==> src/rtl/uart_pkg.sv <==
// Shared UART definitions: receiver state encoding, frame constants and parity helpers.
package uart_pkg;

  // Receiver state encoding
  typedef enum logic [2:0] {
    ST_IDLE,
    ST_START,
    ST_DATA,
    ST_PARITY,
    ST_STOP,
    ST_CLEANUP
  } rx_state_t;

  // 10 MHz system clock / 115200 baud
  localparam int CLK_CY_PER_BIT_DEFAULT = 87;

  // Frame shape: start, DATA_BITS data bits LSB-first, parity, stop
  localparam int DATA_BITS = 8;

  // Parity-mode selector values
  localparam bit PARITY_MODE_EVEN = 1'b0;
  localparam bit PARITY_MODE_ODD  = 1'b1;

  // Parity bit a transmitter sends for this data (even: ^data, odd: ~^data)
  function automatic logic parity_of(input logic [DATA_BITS-1:0] data, input logic odd);
    return (^data) ^ odd;
  endfunction

endpackage

==> src/rtl/uart_rx_parity_if.sv <==
// Byte-level side of the UART receiver: received byte, valid strobe, activity and error flags.
interface uart_rx_parity_if;
  logic       rx_active;
  logic       rx_dv;
  logic [7:0] rx_byte;
  logic       parity_err;
  logic       frame_err;

  modport master (
    output rx_active,
    output rx_dv,
    output rx_byte,
    output parity_err,
    output frame_err
  );

  modport slave (
    input rx_active,
    input rx_dv,
    input rx_byte,
    input parity_err,
    input frame_err
  );
endinterface

==> src/rtl/uart_sync2.sv <==
// Two-flop synchroniser for a single asynchronous input; reset value is a parameter so
// idle-high lines do not show a spurious edge when reset is released.
module uart_sync2 #(
  parameter logic RESET_VAL = 1'b1
) (
  input  logic i_clk,
  input  logic i_rst,
  input  logic i_async,
  output logic o_sync
);

  logic meta;

  // Two back-to-back flops to let metastability settle before anything uses the value
  always_ff @(posedge i_clk or posedge i_rst) begin
    if (i_rst) begin
      meta   <= RESET_VAL;
      o_sync <= RESET_VAL;
    end else begin
      meta   <= i_async;
      o_sync <= meta;
    end
  end

endmodule

==> src/rtl/uart_rx_parity.sv <==
// UART receiver: start, 8 data bits LSB-first, parity, stop. Delivers each byte with a
// one-cycle valid strobe plus parity and framing error flags; bytes are not buffered.
module uart_rx_parity
  import uart_pkg::*;
#(
  parameter int CLK_CY_PER_BIT = CLK_CY_PER_BIT_DEFAULT,
  parameter bit PARITY_ODD     = PARITY_MODE_EVEN
) (
  input  logic              i_clk,
  input  logic              i_rst,
  input  logic              i_Rx_Serial,
  uart_rx_parity_if.master  rx_if
);

  localparam int CNT_W = $clog2(CLK_CY_PER_BIT);
  localparam logic [CNT_W-1:0] HALF_CNT = CNT_W'((CLK_CY_PER_BIT - 1) / 2);
  localparam logic [CNT_W-1:0] LAST_CNT = CNT_W'(CLK_CY_PER_BIT - 1);

  logic rx_s;
  logic rx_prev;

  rx_state_t            state, state_next;
  logic [CNT_W-1:0]     clk_cnt, clk_cnt_next;
  logic [2:0]           bit_idx, bit_idx_next;
  logic [DATA_BITS-1:0] shift_reg, shift_next;
  logic                 par_err_q, par_err_next;
  logic                 active_q, active_next;
  logic                 dv_q, dv_next;
  logic [DATA_BITS-1:0] byte_q, byte_next;
  logic                 parity_err_q, parity_err_next;
  logic                 frame_err_q, frame_err_next;

  uart_sync2 #(.RESET_VAL(1'b1)) u_sync (
    .i_clk   (i_clk),
    .i_rst   (i_rst),
    .i_async (i_Rx_Serial),
    .o_sync  (rx_s)
  );

  // State, counters, shift register and registered outputs
  always_ff @(posedge i_clk or posedge i_rst) begin
    if (i_rst) begin
      state        <= ST_IDLE;
      clk_cnt      <= '0;
      bit_idx      <= '0;
      shift_reg    <= '0;
      par_err_q    <= 1'b0;
      rx_prev      <= 1'b1;
      active_q     <= 1'b0;
      dv_q         <= 1'b0;
      byte_q       <= '0;
      parity_err_q <= 1'b0;
      frame_err_q  <= 1'b0;
    end else begin
      state        <= state_next;
      clk_cnt      <= clk_cnt_next;
      bit_idx      <= bit_idx_next;
      shift_reg    <= shift_next;
      par_err_q    <= par_err_next;
      rx_prev      <= rx_s;
      active_q     <= active_next;
      dv_q         <= dv_next;
      byte_q       <= byte_next;
      parity_err_q <= parity_err_next;
      frame_err_q  <= frame_err_next;
    end
  end

  // Frame sequencing: start edge, mid-bit sampling of each field, one-cycle result strobe
  always_comb begin
    state_next      = state;
    clk_cnt_next    = clk_cnt;
    bit_idx_next    = bit_idx;
    shift_next      = shift_reg;
    par_err_next    = par_err_q;
    active_next     = active_q;
    dv_next         = 1'b0;
    byte_next       = byte_q;
    parity_err_next = parity_err_q;
    frame_err_next  = frame_err_q;

    case (state)
      ST_IDLE: begin
        clk_cnt_next = '0;
        bit_idx_next = '0;
        active_next  = 1'b0;
        // Only a high-to-low transition starts a frame, so a held-low break is ignored
        if (rx_prev && !rx_s) begin
          state_next  = ST_START;
          active_next = 1'b1;
        end
      end

      ST_START: begin
        if (clk_cnt == HALF_CNT) begin
          clk_cnt_next = '0;
          if (!rx_s) begin
            state_next = ST_DATA;
          end else begin
            state_next  = ST_IDLE;
            active_next = 1'b0;
          end
        end else begin
          clk_cnt_next = clk_cnt + CNT_W'(1);
        end
      end

      ST_DATA: begin
        if (clk_cnt == LAST_CNT) begin
          clk_cnt_next        = '0;
          shift_next[bit_idx] = rx_s;
          bit_idx_next        = bit_idx + 3'd1;
          if (bit_idx == 3'd7) begin
            state_next = ST_PARITY;
          end
        end else begin
          clk_cnt_next = clk_cnt + CNT_W'(1);
        end
      end

      ST_PARITY: begin
        if (clk_cnt == LAST_CNT) begin
          clk_cnt_next = '0;
          par_err_next = rx_s ^ parity_of(shift_reg, PARITY_ODD);
          state_next   = ST_STOP;
        end else begin
          clk_cnt_next = clk_cnt + CNT_W'(1);
        end
      end

      ST_STOP: begin
        // Results are registered here so they appear together with the strobe in CLEANUP
        if (clk_cnt == LAST_CNT) begin
          clk_cnt_next    = '0;
          dv_next         = 1'b1;
          byte_next       = shift_reg;
          parity_err_next = par_err_q;
          frame_err_next  = ~rx_s;
          active_next     = 1'b0;
          state_next      = ST_CLEANUP;
        end else begin
          clk_cnt_next = clk_cnt + CNT_W'(1);
        end
      end

      ST_CLEANUP: begin
        state_next = ST_IDLE;
      end

      default: begin
        state_next  = ST_IDLE;
        active_next = 1'b0;
      end
    endcase
  end

  assign rx_if.rx_active  = active_q;
  assign rx_if.rx_dv      = dv_q;
  assign rx_if.rx_byte    = byte_q;
  assign rx_if.parity_err = parity_err_q;
  assign rx_if.frame_err  = frame_err_q;

endmodule
==> src/flat_wrapper.sv <==
// flat-port wrapper written by rule: the top's interface ports become plain ports
module uart_rx_parity_flat import uart_pkg::*;
#(
  parameter int CLK_CY_PER_BIT = CLK_CY_PER_BIT_DEFAULT,
  parameter bit PARITY_ODD     = PARITY_MODE_EVEN
)
  (i_clk, i_rst, i_Rx_Serial, rx_if_rx_active, rx_if_rx_dv, rx_if_rx_byte, rx_if_parity_err, rx_if_frame_err);
  uart_rx_parity_if rx_if_i ();
  input  logic i_clk;
  input  logic i_rst;
  input  logic i_Rx_Serial;
  output wire logic [$bits(rx_if_i.rx_active)-1:0] rx_if_rx_active;
  output wire logic [$bits(rx_if_i.rx_dv)-1:0] rx_if_rx_dv;
  output wire logic [$bits(rx_if_i.rx_byte)-1:0] rx_if_rx_byte;
  output wire logic [$bits(rx_if_i.parity_err)-1:0] rx_if_parity_err;
  output wire logic [$bits(rx_if_i.frame_err)-1:0] rx_if_frame_err;
  assign rx_if_rx_active = rx_if_i.rx_active;
  assign rx_if_rx_dv = rx_if_i.rx_dv;
  assign rx_if_rx_byte = rx_if_i.rx_byte;
  assign rx_if_parity_err = rx_if_i.parity_err;
  assign rx_if_frame_err = rx_if_i.frame_err;
  uart_rx_parity #(.CLK_CY_PER_BIT(CLK_CY_PER_BIT), .PARITY_ODD(PARITY_ODD)) u_core (.i_clk(i_clk), .i_rst(i_rst), .i_Rx_Serial(i_Rx_Serial), .rx_if(rx_if_i));
endmodule
==> config.mk <==
export PLATFORM = sky130hd
export DESIGN_NAME = uart_rx_parity_flat
export DESIGN_NICKNAME = d
export VERILOG_FILES = /design/src/rtl/uart_pkg.sv /design/src/rtl/uart_rx_parity_if.sv /design/src/rtl/uart_sync2.sv /design/src/rtl/uart_rx_parity.sv /design/src/flat_wrapper.sv
export SDC_FILE = /design/constraint.sdc
export NUM_CORES = 1
export LEC_CHECK = 0
export CORE_ASPECT_RATIO = 1.25
export CORE_UTILIZATION = 35
export CTS_CLUSTER_DIAMETER = 100
export CTS_CLUSTER_SIZE = 25
export DETAILED_ROUTE_END_ITERATION = 8
export HOLD_SLACK_MARGIN = 0.1
export PLACE_DENSITY = 0.56
export SLEW_MARGIN = 20
export SYNTH_ARGS = -nofsm -noshare
export SYNTH_HDL_FRONTEND = slang
export SYNTH_HIERARCHICAL = 1
export SYNTH_SLANG_ARGS = --single-unit
export TNS_END_PERCENT = 100
==> constraint.sdc <==
create_clock -name i_clk -period 2.5 [get_ports i_clk]
set_clock_uncertainty 0.2 [all_clocks]
set_input_delay 0.75 -clock i_clk [delete_from_list [all_inputs] [get_ports i_clk]]
set_output_delay 0.75 -clock i_clk [all_outputs]
set_load 0.01 [all_outputs]
# [After elaboration in Yosys (flattened, before gate mapping)]
# Index checks and enable logic that the tools add are counted.
[word_totals] register_bits=37 output_inout_bits=12 inputBits=3 word_cells=73
[op_classes] n_reduce_logical=15 add_sub_neg=2 bitwise_logic=3 n_mux=23 n_eq_ne=15 n_lt_le_gt_ge=2
[ops] cell="two-way mux 3 bit" count=7
[ops] cell="case mux 7 bit (3 select lines)" count=1
[ops] cell="case mux 3 bit (5 select lines)" count=1
[ops] cell="two-way mux 7 bit" count=2
[ops] cell="inequality test 2 x 1 -> 1 bit, second input constant" count=6
[ops] cell="equality test 3 bit, second input constant" count=3
[ops] cell="bitwise mux 8 bit" count=1
[ops] cell="AND reduction 2 bit" count=4
[ops] cell="XOR reduction 8 bit" count=1
[ops] cell="adder 7 x 1 -> 7 bit, second input constant" count=1
[ops] cell="equality test 7 x 6 -> 1 bit, second input constant" count=1
[ops] cell="equality test 7 bit, second input constant" count=1
[ops] cell="two-way mux 1 bit" count=7
[ops] cell="equality test 3 x 2 -> 1 bit, second input constant" count=2
[ops] cell="case mux 3 bit (2 select lines)" count=1
[ops] cell="AND reduction 6 bit" count=1
[ops] cell="OR reduction 3 bit" count=2
[ops] cell="less-than comparator 3 x 4 -> 1 bit, second input constant" count=1
[ops] cell="case mux 1 bit (4 select lines)" count=1
[ops] cell="AND reduction 4 bit" count=1
[ops] cell="adder 3 x 1 -> 3 bit, second input constant" count=1
[ops] cell="demux 1 bit (select 3 bit)" count=1
[ops] cell="equality test 3 x 1 -> 1 bit, second input constant" count=1
[ops] cell="greater-or-equal comparator 3 x 1 -> 1 bit, second input constant" count=1
[ops] cell="other kinds (9)" count=11

# [Depth between registers and ports, before layout]
# Gate-level depths: netlist (run 1).
[depth] word_depth=5 mapped_depth=8 depth_no_buf=7

# [By module]
# The synthesis (run 1) kept the hierarchy.
[by_module_without_submodules] mod="uart_rx_parity" seq_area_each_um2=877.1 area_each_um2=1796.7 cells_per_inst=163 n_inst=1
[by_module_without_submodules] mod="uart_sync2" seq_area_each_um2=52.6 area_each_um2=56.3 cells_per_inst=3 n_inst=1

# [Worst setup path before layout (run 1)]
# OpenSTA, ideal clock, no wires.
[synth_path] kind="reg-to-reg" from="register u_core.clk_cnt[0]" to="register u_core.shift_reg[2]" synth_period_minus_slack_ns=1.981 path_stages_with_launch=8 path_slack_ns=0.519 setup_time_ns=0.125 arrival_ns=1.656 required_ns=2.175 path_buffers=0 cell_sequence="dfrtp_1 -> inv_1 -> ha_1 -> nand4bb_4 -> nor2_8 -> nand4b_4 -> nor3b_1 -> mux2_2"
[synth_between] elab_chain_cells=2
[synth_lines] element="start: declaration" line_no="uart_rx_parity.sv:23" source="logic [CNT_W-1:0] clk_cnt, clk_cnt_next;"
[synth_lines] element="start signal: assignment" line_no="uart_rx_parity.sv:56" source="clk_cnt <= clk_cnt_next;"
[synth_lines] element="equality test 7 bit" line_no="uart_rx_parity.sv:109" source="if (clk_cnt == LAST_CNT) begin"
[synth_lines] element="AND reduction 2 bit (no line)"
[synth_lines] element="end signal: assignment" line_no="uart_rx_parity.sv:58" source="shift_reg <= shift_next;"
[synth_lines] element="end: declaration" line_no="uart_rx_parity.sv:25" source="logic [DATA_BITS-1:0] shift_reg, shift_next;"
# No other way between the ends.
# A chain may end at the register's enable or synchronous reset.

# [Worst setup path in the final report (run 1)]
[layout_path] from="register u_core.clk_cnt[0]" to="register u_core.clk_cnt[4]"
[layout_between] elab_chain_cells=3 elab_cells_between_ends=6 cone_classes="add/sub (1); eq/ne (2); mux (3)"
[layout_lines] element="adder 7 x 1 -> 7 bit (tied with other cells)"
[layout_lines] element="two-way mux 7 bit (on tied branches)"
[layout_lines] element="case mux 7 bit (3 select lines) (*)" line_no="uart_rx_parity.sv:82" source="case (state)"
# Every way passes the cells marked *; elsewhere a longest branch is shown, timed or not.

==> results.json, run 1 <==
{
  "htree_levels": 2,
  "wl_met3_um": 90,
  "synth-main-ff-cell": "dfrtp_1",
  "hold_violations": 0,
  "antenna_cells": 0,
  "finalNonFillerCells": 245,
  "setup_violations": 0,
  "fin_util_pct": 42.2,
  "io_pins": 15,
  "drtAntennaViolNets": 0,
  "grt_pass1_vias": 1263,
  "gp_congestion": 0.925,
  "hp-start": "u_core/u_sync/meta",
  "clk_path_buf_depth": 2,
  "ys_warn_count": 6,
  "die_w_um": 67.1,
  "startpoint": "u_core/clk_cnt[0]",
  "reg2reg_to": "u_core/clk_cnt[4]",
  "holdWs_ns": 0.156,
  "clock_sinks": 37,
  "fin_setup_tns_ns": 0,
  "arrival_ns": 2.12,
  "max_freq_mhz": 460,
  "wl_met1_um": 1580,
  "dp.cells": 237,
  "grt_pass1_wl_um": 5930,
  "fin_crit_ns": 2.17,
  "synth_fp_nets": 173,
  "path_clk_slew_ns": 0.07,
  "cap_violations": 0,
  "tightest_slew_ns": 0.563,
  "power_leakage_uw": 0.00103,
  "critPathSlowestCell": "dfrtp_1",
  "synthCells": 166,
  "viasPerCell": 4.98,
  "ys_seq_area_share_pct": 50.2,
  "regToRegSetupSlack_ns": 0.33,
  "power_density_nw_per_um2": 537,
  "yosys-top-cells-count": "dfrtp_1 (34), nand2_1 (17), mux2_2 (15), nor2_1 (15), o21ai_0 (9)",
  "ff2ff_path_depth": 7,
  "die_h_um": 83.4,
  "vias": 1220,
  "async_flop_share_pct": 100,
  "drtIter0Drc": 55,
  "synth_edf_count": 0,
  "rows": 29,
  "routed.top_layer": "met4",
  "core_area_um2": 5080,
  "critPathKind": "flop to flop",
  "cpLargestDelayFamily": "simple AND/OR/NAND/NOR gates",
  "start_util_pct": 36.5,
  "crit_path_start_kind": "flop",
  "synthesis.area_um2": 1850,
  "yosysMostFrequentCell": "dfrtp_1",
  "vdd.ir_drop.worst_v": 0.000316,
  "synth_top_area_share_pct": 45.9,
  "cts_resized": 0,
  "syn2layout_area_growth_pct": 15.7,
  "synth_top_cell_by_area": "dfrtp_1",
  "postCtsSetupBuffers": 0,
  "drc": 0,
  "grt_max_degree": 36,
  "fillers": 493,
  "dp_hpwl_um": 2370,
  "ys_types": 40,
  "cts_buffers": 5,
  "met2_wirelength_um": 1650,
  "routed_wl_um": 3350,
  "path_max_fanout": 5,
  "min_period_over_period_pct": 86.9,
  "crit_required_ns": 2.45,
  "dieArea_um2": 5590,
  "wire_per_inst_um": 13.7,
  "critPathCapture": "u_core/clk_cnt[4]",
  "endpoint_kind": "flop",
  "dr.pass1.iters": 3,
  "hold_path.class": "flop to flop",
  "cts_hold_buf": 0,
  "grt-ovfl-total": 0,
  "synth_seq_cells": 37,
  "crit_chain": "inv_1 > ha_1 > nand4bb_4 > o21ai_0 > a21oi_1 > nor3_1 > nor2_1",
  "drv_slew": 0,
  "path_depth": 7,
  "clockRootBuffer": "clkbuf_8",
  "rsz0062_at_grt": "false",
  "synth_area_leaders": "dfrtp_1 (46%), mux2_2 (9.1%), dfstp_2 (4.3%)",
  "status": "finished clean",
  "crit_buf_inv": 1,
  "antenna_found_initial": 0,
  "finalNetCount": 189,
  "port_buffers": 14,
  "drive_gt1_share_pct": 19.7,
  "tritoncts": "built",
  "grt_usage_pct": 13.9,
  "cpPeakStageDelay_ns": 0.42,
  "synth.avg_cell_area_um2": 11.2,
  "slew_headroom_pct": 62.1,
  "r2r-start": "u_core/clk_cnt[0]",
  "clock_latency_ns": 0.28
}
## stage by stage
step	setup slack [ns]	instance area (µm²)	total power (µW)
after floorplan	0.519	1850	714
after global placement	0.387	2050	744
after detailed placement	0.362	2050	747
after CTS	0.311	2140	1170
after global routing	0.154	2140	1220
final	0.327	2140	1150
## worst min-delay path by stage
stage,to,slack (ns),cells past startpoint
floorplan,u_core/u_sync/o_sync,0.15,0
global placement,u_core/u_sync/o_sync,0.15,0
detailed placement,u_core/u_sync/o_sync,0.15,0
CTS,u_core/u_sync/o_sync,0.16,0
global route,u_core/u_sync/o_sync,0.16,0
finish,u_core/u_sync/o_sync,0.16,0
## kinds of logic (layout without fill, tap and decap cells)
| family | after synthesis | after routing | synth area share, % |
|---|---|---|---|
| flip-flops | 37 | 37 | 50.2 |
| adder cells (fa/ha/maj) | 4 | 4 | 2.70 |
| multiplexers | 19 | 19 | 12.1 |
| buffers and inverters | 13 | 30 | 2.90 |
| AND/OR/NAND/NOR | 58 | 58 | 18.5 |
| XOR/XNOR | 12 | 12 | 5.67 |
| AO/OA/AOI/OAI | 23 | 23 | 7.97 |
## power by group
part           internal [µW]  switching (µW)
Combinational           37.3            51.4
Sequential               619            26.5
Clock                    225             193
Total                    881             271
## cell usage in the layout, fill, tap and decap left out, types with 5 or more instances in the layout
| cell type | count |
|---|---|
| nand2_1 | 17 |
| inv_1 | 6 |
| xor2_1 | 5 |
| clkdlybuf4s50_1 | 14 |
| mux2_2 | 15 |
| dfrtp_1 | 34 |
| nor2_1 | 15 |
| o21ai_0 | 9 |
| clkbuf_8 | 6 |
| xnor2_1 | 7 |
## routing by layer
metal | track usage [%] | vias up
met5 | 0 | -
met4 | 3.48 | 0
met3 | 3.71 | 4
met2 | 22.3 | 17
met1 | 18.1 | 594
li1 | - | 605
## cell type report
cell class	count	area (µm²)	share of cell area, %
clock buffer	8	90.1	4.20
inverter	6	22.5	1.05
multi-input combinational	116	870	40.5
sequential	37	930	43.3
tap	62	77.6	3.62
timing repair buffer	16	155	7.23
Power figures use the tool's default switching activity.
==> run 2, diff against run 1 <==
- CTS_CLUSTER_SIZE: 25 -> not set
==> results of run 2 <==
Final layout, timing and power as in run 1 (identical DEF).
==> run 3, diff against run 2 <==
- CAP_MARGIN: not set -> 20
- GPL_ROUTABILITY_DRIVEN: not set -> 0
==> results of run 3 <==
Final layout, timing and power as in run 1 (identical DEF).
